[config.mk]
export PLATFORM = sky130hd
export DESIGN_NAME = cpu_dbus_decoder
export DESIGN_NICKNAME = d
export VERILOG_FILES = /design/src/rtl/cpu_dbus_decoder.sv
export SDC_FILE = /design/constraint.sdc
export NUM_CORES = 1
export LEC_CHECK = 0
export BUFFER_PORTS_ARGS = -buffer_cell sky130_fd_sc_hd__buf_2
export CORE_ASPECT_RATIO = 2
export CORE_UTILIZATION = 35
export DETAILED_ROUTE_END_ITERATION = 8
export PLACE_DENSITY = 0.68
export SYNTH_ARGS = -nofsm -noshare
export SYNTH_HDL_FRONTEND = slang
export SYNTH_SLANG_ARGS = --single-unit
[constraint.sdc]
create_clock -name clk_i -period 2.19 [get_ports clk_i]
set_input_delay 0 -clock clk_i [delete_from_list [all_inputs] [get_ports clk_i]]
set_output_delay 0 -clock clk_i [all_outputs]
set_load 0.05 [all_outputs]
[src/rtl/cpu_dbus_decoder.sv]
// cpu_dbus_decoder: routes CPU data-bus requests to a 32 KiB data RAM window,
// a 64 KiB peripheral window, or an error response, one transaction at a time.
// Latency: RAM 2 cycles accept-to-response, error 1 cycle, peripheral p_ack+1 or timeout.
// Backpressure: d_gnt_o is low whenever a transaction is outstanding.
//
// Ports:
//   clk_i, reset_i                      clock, synchronous active-high reset
//   d_addr_i/d_req_i/d_we_i/d_be_i/d_wdata_i   CPU request
//   d_gnt_o                             request accepted this cycle (combinational)
//   d_rdata_o/d_valid_o/d_err_o         registered one-cycle response
//   ram_addr_o/ram_req_o/ram_we_o/ram_be_o/ram_wdata_o   RAM port (combinational)
//   ram_rdata_i/ram_valid_i             RAM response, one cycle after ram_req_o
//   p_addr_o/p_req_o/p_we_o/p_be_o/p_wdata_o   registered peripheral request
//   p_rdata_i/p_ack_i                   peripheral response, arbitrary latency
module cpu_dbus_decoder #(
  parameter logic [31:0] RAM_BASE    = 32'h0000_0000,
  parameter logic [31:0] PERIPH_BASE = 32'h8000_0000,
  parameter int unsigned TIMEOUT     = 255
) (
  input  logic        clk_i,
  input  logic        reset_i,
  input  logic [31:0] d_addr_i,
  input  logic        d_req_i,
  input  logic        d_we_i,
  input  logic [3:0]  d_be_i,
  input  logic [31:0] d_wdata_i,
  output logic        d_gnt_o,
  output logic [31:0] d_rdata_o,
  output logic        d_valid_o,
  output logic        d_err_o,
  output logic [14:0] ram_addr_o,
  output logic        ram_req_o,
  output logic        ram_we_o,
  output logic [3:0]  ram_be_o,
  output logic [31:0] ram_wdata_o,
  input  logic [31:0] ram_rdata_i,
  input  logic        ram_valid_i,
  output logic [15:0] p_addr_o,
  output logic        p_req_o,
  output logic        p_we_o,
  output logic [3:0]  p_be_o,
  output logic [31:0] p_wdata_o,
  input  logic [31:0] p_rdata_i,
  input  logic        p_ack_i
);

  typedef enum logic [1:0] {
    IDLE     = 2'd0,
    RAM_WAIT = 2'd1,
    PER_WAIT = 2'd2,
    ERR_RSP  = 2'd3
  } state_e;

  // Counter value in the last permitted wait cycle; no ack there means timeout.
  localparam logic [15:0] TO_LAST = 16'(TIMEOUT - 1);

  state_e      state_q, state_d;
  logic        ram_we_q;     // outstanding RAM access is a write -> respond with 0
  logic [15:0] cnt_q;
  logic [31:0] d_rdata_q;
  logic        d_valid_q, d_err_q;
  logic [15:0] p_addr_q;
  logic        p_req_q, p_we_q;
  logic [3:0]  p_be_q;
  logic [31:0] p_wdata_q;

  // Decode; a malformed access never reaches either target.
  logic bad_acc, ram_hit, per_hit, accept, per_timeout;

  assign bad_acc     = (d_addr_i[1:0] != 2'b00) || (d_be_i == 4'b0000);
  assign ram_hit     = !bad_acc && (d_addr_i[31:15] == RAM_BASE[31:15]);
  assign per_hit     = !bad_acc && !ram_hit && (d_addr_i[31:16] == PERIPH_BASE[31:16]);
  assign accept      = d_gnt_o;
  assign per_timeout = !p_ack_i && (cnt_q == TO_LAST);

  // State register
  always_ff @(posedge clk_i) begin
    if (reset_i) begin
      state_q <= IDLE;
    end else begin
      state_q <= state_d;
    end
  end

  // Next-state logic
  always_comb begin
    state_d = state_q;
    case (state_q)
      IDLE: begin
        if (accept) begin
          if (ram_hit)      state_d = RAM_WAIT;
          else if (per_hit) state_d = PER_WAIT;
          else              state_d = ERR_RSP;
        end
      end
      RAM_WAIT: if (ram_valid_i) state_d = IDLE;
      PER_WAIT: if (p_ack_i || per_timeout) state_d = IDLE;
      ERR_RSP:  state_d = IDLE;
      default:  state_d = IDLE;
    endcase
  end

  // Combinational outputs: grant and the RAM port, live only in the accept cycle.
  always_comb begin
    d_gnt_o     = (state_q == IDLE) && d_req_i && !reset_i;
    ram_req_o   = d_gnt_o && ram_hit;
    ram_we_o    = ram_req_o && d_we_i;
    ram_be_o    = ram_req_o ? d_be_i : 4'b0000;
    ram_addr_o  = {d_addr_i[14:2], 2'b00};
    ram_wdata_o = d_wdata_i;
  end

  // Response and peripheral request registers.
  // The error response is launched at the accept edge, so it appears one cycle
  // after accept while the FSM sits in ERR_RSP blocking further grants.
  always_ff @(posedge clk_i) begin
    if (reset_i) begin
      ram_we_q  <= 1'b0;
      cnt_q     <= '0;
      d_rdata_q <= '0;
      d_valid_q <= 1'b0;
      d_err_q   <= 1'b0;
      p_addr_q  <= '0;
      p_req_q   <= 1'b0;
      p_we_q    <= 1'b0;
      p_be_q    <= '0;
      p_wdata_q <= '0;
    end else begin
      d_valid_q <= 1'b0;
      d_err_q   <= 1'b0;
      case (state_q)
        IDLE: begin
          if (accept) begin
            if (ram_hit) begin
              ram_we_q <= d_we_i;
            end else if (per_hit) begin
              p_addr_q  <= d_addr_i[15:0];
              p_we_q    <= d_we_i;
              p_be_q    <= d_be_i;
              p_wdata_q <= d_wdata_i;
              p_req_q   <= 1'b1;
              cnt_q     <= '0;
            end else begin
              d_valid_q <= 1'b1;
              d_err_q   <= 1'b1;
              d_rdata_q <= '0;
            end
          end
        end
        RAM_WAIT: begin
          if (ram_valid_i) begin
            d_valid_q <= 1'b1;
            d_rdata_q <= ram_we_q ? 32'h0 : ram_rdata_i;
          end
        end
        PER_WAIT: begin
          // An ack in the final wait cycle still counts as normal completion.
          if (p_ack_i) begin
            p_req_q   <= 1'b0;
            d_valid_q <= 1'b1;
            d_rdata_q <= p_we_q ? 32'h0 : p_rdata_i;
          end else if (per_timeout) begin
            p_req_q   <= 1'b0;
            d_valid_q <= 1'b1;
            d_err_q   <= 1'b1;
            d_rdata_q <= '0;
          end else begin
            cnt_q <= cnt_q + 16'd1;
          end
        end
        default: ;
      endcase
    end
  end

  assign d_rdata_o = d_rdata_q;
  assign d_valid_o = d_valid_q;
  assign d_err_o   = d_err_q;
  assign p_addr_o  = p_addr_q;
  assign p_req_o   = p_req_q;
  assign p_we_o    = p_we_q;
  assign p_be_o    = p_be_q;
  assign p_wdata_o = p_wdata_q;

endmodule
---- After elaboration in Yosys (flattened, before gate mapping) ----
Cells that the tools add are included.
operators by class
  equality and inequality tests ........... 14
  reduce and logical (&&, ||, !) cells .... 26
  add/subtract/negate cells ............... 1
  mux-type cells .......................... 37
  bitwise operators ....................... 1
operators with widths
  operator                 count
  $mux W32                 8
  $pmux W32 S3             1
  $mux W16                 5
  $pmux W16 S2             1
  $logic_not A17 Y1        1
  $add A16 B1 Y16 const B  1
  $eq A16 B16 Y1 const B   1
  $eq A16 B8 Y1 const B    1
  $ne A2 B2 Y1 const B     8
  $mux W1                  13
  $reduce_and A6 Y1        2
  $logic_and A1 B1 Y1      8
  $mux W2                  4
  $pmux W2 S4              1
  $reduce_and A3 Y1        2
  $reduce_and A5 Y1        1
  $eq A2 B2 Y1 const B     2
  $logic_not A1 Y1         4
  $logic_not A4 Y1         1
  $mux W4                  1
  $pmux W1 S2              2
  $reduce_and A4 Y1        1
  $reduce_bool A2 Y1       2
  $ne A3 B3 Y1 const B     1
  6 further kinds          7
storage, ports and cells
  register bits after elaboration ......... 107
  input port bits ......................... 138
  output and inout port bits .............. 142
  logic and storage cells ................. 90

---- Longest topological paths before layout ----
  word-level depth ........................ 11
  mapped depth ............................ 9
  mapped depth without buffers ............ 7

---- Worst setup path before layout ----
OpenSTA, ideal clock, no wires.
  kind .................................... reg2out
  start ................................... reg state_q[0]
  end ..................................... out ram_be_o[0]
  setup slack ............................. -0.635 ns
  stages on the path, launching flop included .. 8
  arrival time ............................ 2.825 ns
  cells stage by stage .................... dfxtp_1 -> inv_1 -> ha_1 -> inv_1 -> nor2_1 -> and4_1 -> clkbuf_1 -> and2_1
on the way
  cells in the longest elaborated chain, start to end .. 5
RTL lines
  element                           RTL line  text
  start: declaration                57        state_e state_q, state_d;
  start signal: assignment          81        state_q <= state_d;
  $logic_not A2 Y1                  105       d_gnt_o = (state_q == IDLE) && d_req_i && !reset_i;
  $logic_and A1 B1 Y1 (2 in a row)  105
  net d_gnt_o                       27        output logic d_gnt_o,
  $logic_and A1 B1 Y1               106       ram_req_o = d_gnt_o && ram_hit;
  net ram_req_o                     32        output logic ram_req_o,
  $mux W4                           108       ram_be_o = ram_req_o ? d_be_i : 4'b0000;
  end: declaration                  34        output logic [3:0] ram_be_o,
The timed path passes the listed nets, and every way through them passes these cells.

---- Worst setup path in the final report ----
  start ................................... reg state_q[1]
  end ..................................... reg cnt_q[4]
on the way
  cells in the longest elaborated chain, start to end .. 5
  elaborated cells on any way between the ends .. 12
  classes of those cells .................. eq/ne: 6; mux: 1; reduce/logical: 5
RTL lines
  element                             RTL line  text
  $logic_not A2 Y1                    105, 131
  $logic_and A1 B1 Y1 (2 in a row)    105
  $ne A2 B2 Y1 (no source line)       -
  $reduce_and A6 Y1 (no source line)  -
  end signal: assignment              168       cnt_q <= cnt_q + 16'd1;
  end: declaration                    59        logic [15:0] cnt_q;
Parallel ways exist; a longest one is shown, timed or not.
A chain may end at the register's enable or synchronous reset.

==> results by group <==
Run
  – Max Cap Viol: 0

Synthesis
  – Post-Synthesis Cells: 651
  – Synth warnings: 0
  – Most common cell in the netlist: nand2_1
  – Synthesized flop and latch total: 107
  – Post-synthesis cell type count: 51
  – Syn avg cell area: 8.09 sq um
  – Post-synth EDFFs: 0
  – Complex-gate fraction of the synthesized area: 22.2%
  – Mux cell area share after synthesis: 0.380%
  – Largest cells by area after synthesis: dfxtp_1, a21oi_1, nand2_1, buf_4, a22o_1
  – Yosys top cell area share: 40.7%
  – Largest family of logic cells by synthesized area: simple AND/OR/NAND/NOR gates
  – Xor and xnor area share after synthesis: 0%
  – Ys async rst share: 0%
  – Ys flop type: dfxtp_1
  – Cell area after synthesis: 5270 sq um
  – Most frequent cells after synthesis: nand2_1, dfxtp_1, a21oi_1
  – Adder-cell area share of the yosys netlist: 1.90%
  – Simple-gate portion of the synthesized area: 22.9%
  – Seq/Total Area, Yosys: 40.7%
  – Cell taking the most area after synthesis: dfxtp_1

STA
  – Final period utilization: 96.6%
  – Clock Skews: 10.2 ps
  – Tmin final: 2110 ps
  – Setup TNS: 0 ps
  – Worst hold slack: 70.0 ps
  – Final Hold Fails: 0
  – Relative slew slack: 31.2%
  – Max Transition Viols Final: 0
  – RSZ-0062 raised after global routing: true
  – Final setup viols: 0
  – Worst-Margin Slew: 1030 ps
  – Max Fclk: 473 MHz

Drt
  – DR pass1 iterations: 4
  – Number of nets with antenna violations after routing: 0
  – WL per Instance: 15.1 microns
  – Detailed Route WL: 17.0 mm
  – Via density: 5.17
  – Via count: 5824
  – # DRC: 0
  – Starting DRC count in detailed routing: 269

Die
  – Die width: 88.7 microns
  – Starting Density: 35.7%
  – Die Y: 175 microns
  – Floorplan row count: 63
  – I/O pin cnt: 280
  – Core Area: 14700 sq um
  – Die Area: 15600 sq um

Placed design
  – Final HPWL DP: 11.5 mm
  – Placer congestion estimate: 0.837
  – Count of input and output buffers: 277

Worst setup path
  – Worst Setup Start Kind: register
  – Flop2flop setup slack: 80 ps
  – Critical path endpoint category: register
  – FF-to-FF Start: state_q[1]$_SDFFE_PP0P_
  – Worst-path maximum fanout: 7
  – Data arrival, critical path: 2380 ps
  – Worst reg2reg path depth: 8
  – Required @ worst endpoint: 2450 ps
  – Worst R2R End: cnt_q[4]$_SDFFE_PP0P_
  – Crit Path Class: register to register

Clock network
  – CTS sink count: 107
  – H-tree depth: 3
  – Clk slew on worst S/H paths: 80 ps
  – Clock root buffer master: clkbuf_16
  – Skew-Pair Late Insertion Delay: 350 ps
  – CTS tree: done
  – Clock buffer depth: 2
  – Number of buffers created by CTS: 9

Hold path
  – Hold path start: p_ack_i
  – Worst Hold End: cnt_q[2]$_SDFFE_PP0P_
  – Hold depth: 4
  – Worst min path class: input pin to register

GRT
  – GRT Total Usage: 21.0%
  – Vias in the first global route: 5355
  – Grt met2 use: 40.1%
  – Wire length of the first global-routing pass: 25.6 mm
  – Met3 GRT Util: 3.15%
  – GRT overflow: 0
  – Largest net degree at the start of global routing: 95
  – Initial antenna violation count: 0
  – Met1 usage: 21.2%
  – Busiest layer in global routing: met2

Layout
  – Share of post-route cells with drive strength above 1: 37.5%
  – Area Growth Syn to Fin: 43.7%
  – Antenna fix cells: 0
  – Filler instances: 1408
  – Final #Nets: 1072
  – Final core occ: 51.3%

Power and ir drop
  – Maximum VDD drop: 0.397 mV
  – PD cells: 780 nW/um^2
  – Leakage: 3.32 nW

Outcome
  – Outcome: finished clean
## registers in the layout (all words and copies together) (netlist names), 2 cells and up
| register | cells |
|---|---|
| cnt_q | 16 |
| d_rdata_o | 32 |
| p_addr_o | 16 |
| p_be_o | 4 |
| p_wdata_o | 32 |
| state_q | 2 |
## per-layer routing
layer | share of wire, % | routed length (microns) | vias up
li1 | - | - | 2848
met1 | 37 | 6300 | 2710
met2 | 54 | 9230 | 231
met3 | 5.2 | 888 | 35
met4 | 3.2 | 549 | 0
met5 | 0 | 0 | -
## cells by family (layout without fill, tap and decap cells)
| logic type | count (synthesis) | after routing |
|---|---|---|
| AO/OA/AOI/OAI | 195 | 195 |
| adder cells (fa/ha/maj) | 8 | 8 |
| buffers and inverters | 106 | 385 |
| flip-flops | 107 | 107 |
| multiplexers | 2 | 2 |
| other | 1 | 2 |
| AND/OR/NAND/NOR | 232 | 232 |
## final cells by class
type                    instances  area [sq um]  share of cell area [%]
well taps                     195           244                    3.23
repair buffers                361          2260                    29.8
clock inverters                 7           108                    1.42
multi-input cells             439          2560                    33.8
clock buffers                   9           225                    2.98
flip-flops and latches        107          2140                    28.3
inverters                       8          30.0                   0.397
## critical path: stages (launching register included)
cell	delay, ps
dfxtp_2	350
inv_2	70
ha_2	180
nand4b_1	180
nor4_4	380
a21oi_2	110
buf_6	140
or4_1	470
a21oi_1	140
## stage by stage
step	total power [mW]	instances	setup WS [ps]	area [sq um]
3_3_place_gp	4.07	1054	72.8	6630
3_5_place_dp	4.07	1054	22.4	6630
2_1_floorplan	3.45	652	10.8	5280
5_1_grt	6.20	1126	-28.1	7560
6_report	5.90	1126	75.5	7560
4_1_cts	5.92	1123	2.27	7490
## how the worst max path moves through the flow
stage | slack (ps) | depth (start not counted) | start | endpoint
2_1_floorplan | 10 | 8 | state_q[0]$_SDFFE_PP0P_ | ram_we_q$_SDFFE_PP0P_
3_3_place_gp | 70 | 7 | state_q[1]$_SDFFE_PP0P_ | cnt_q[12]$_SDFFE_PP0P_
3_5_place_dp | 20 | 7 | state_q[1]$_SDFFE_PP0P_ | cnt_q[14]$_SDFFE_PP0P_
4_1_cts | 2 | 7 | state_q[1]$_SDFFE_PP0P_ | cnt_q[14]$_SDFFE_PP0P_
5_1_grt | -30 | 7 | state_q[1]$_SDFFE_PP0P_ | cnt_q[14]$_SDFFE_PP0P_
6_report | 80 | 8 | state_q[1]$_SDFFE_PP0P_ | cnt_q[4]$_SDFFE_PP0P_
## placed cells by master, fill, tap and decap left out, drive strengths merged, types with 9 or more instances in the layout
| cell type | instances |
|---|---|
| nand2 | 119 |
| buf | 303 |
| clkbuf | 14 |
| a21oi | 96 |
| dfxtp | 107 |
| o21ai | 41 |
| a22o | 32 |
| dlygate4sd3 | 53 |
| nor2 | 11 |
| inv | 9 |
| nand3 | 13 |
| nand4 | 39 |
## repair_timing
item,CTS,global route
pin swaps,1,5
gates resized for setup,0,17
cloned,0,0
endpoints found under the hold margin,58,0
hold buffers,53,0
setup buffers,0,3
setup endpoints to repair,1,11
## power by group
part           switching, mW  total (mW)  internal [mW]
sequential            0.0357        2.04           2.01
clock                  0.822        1.75          0.930
combinational           1.35        2.10          0.756
total                   2.21        5.90           3.69
(Power assumes the default switching activity.)
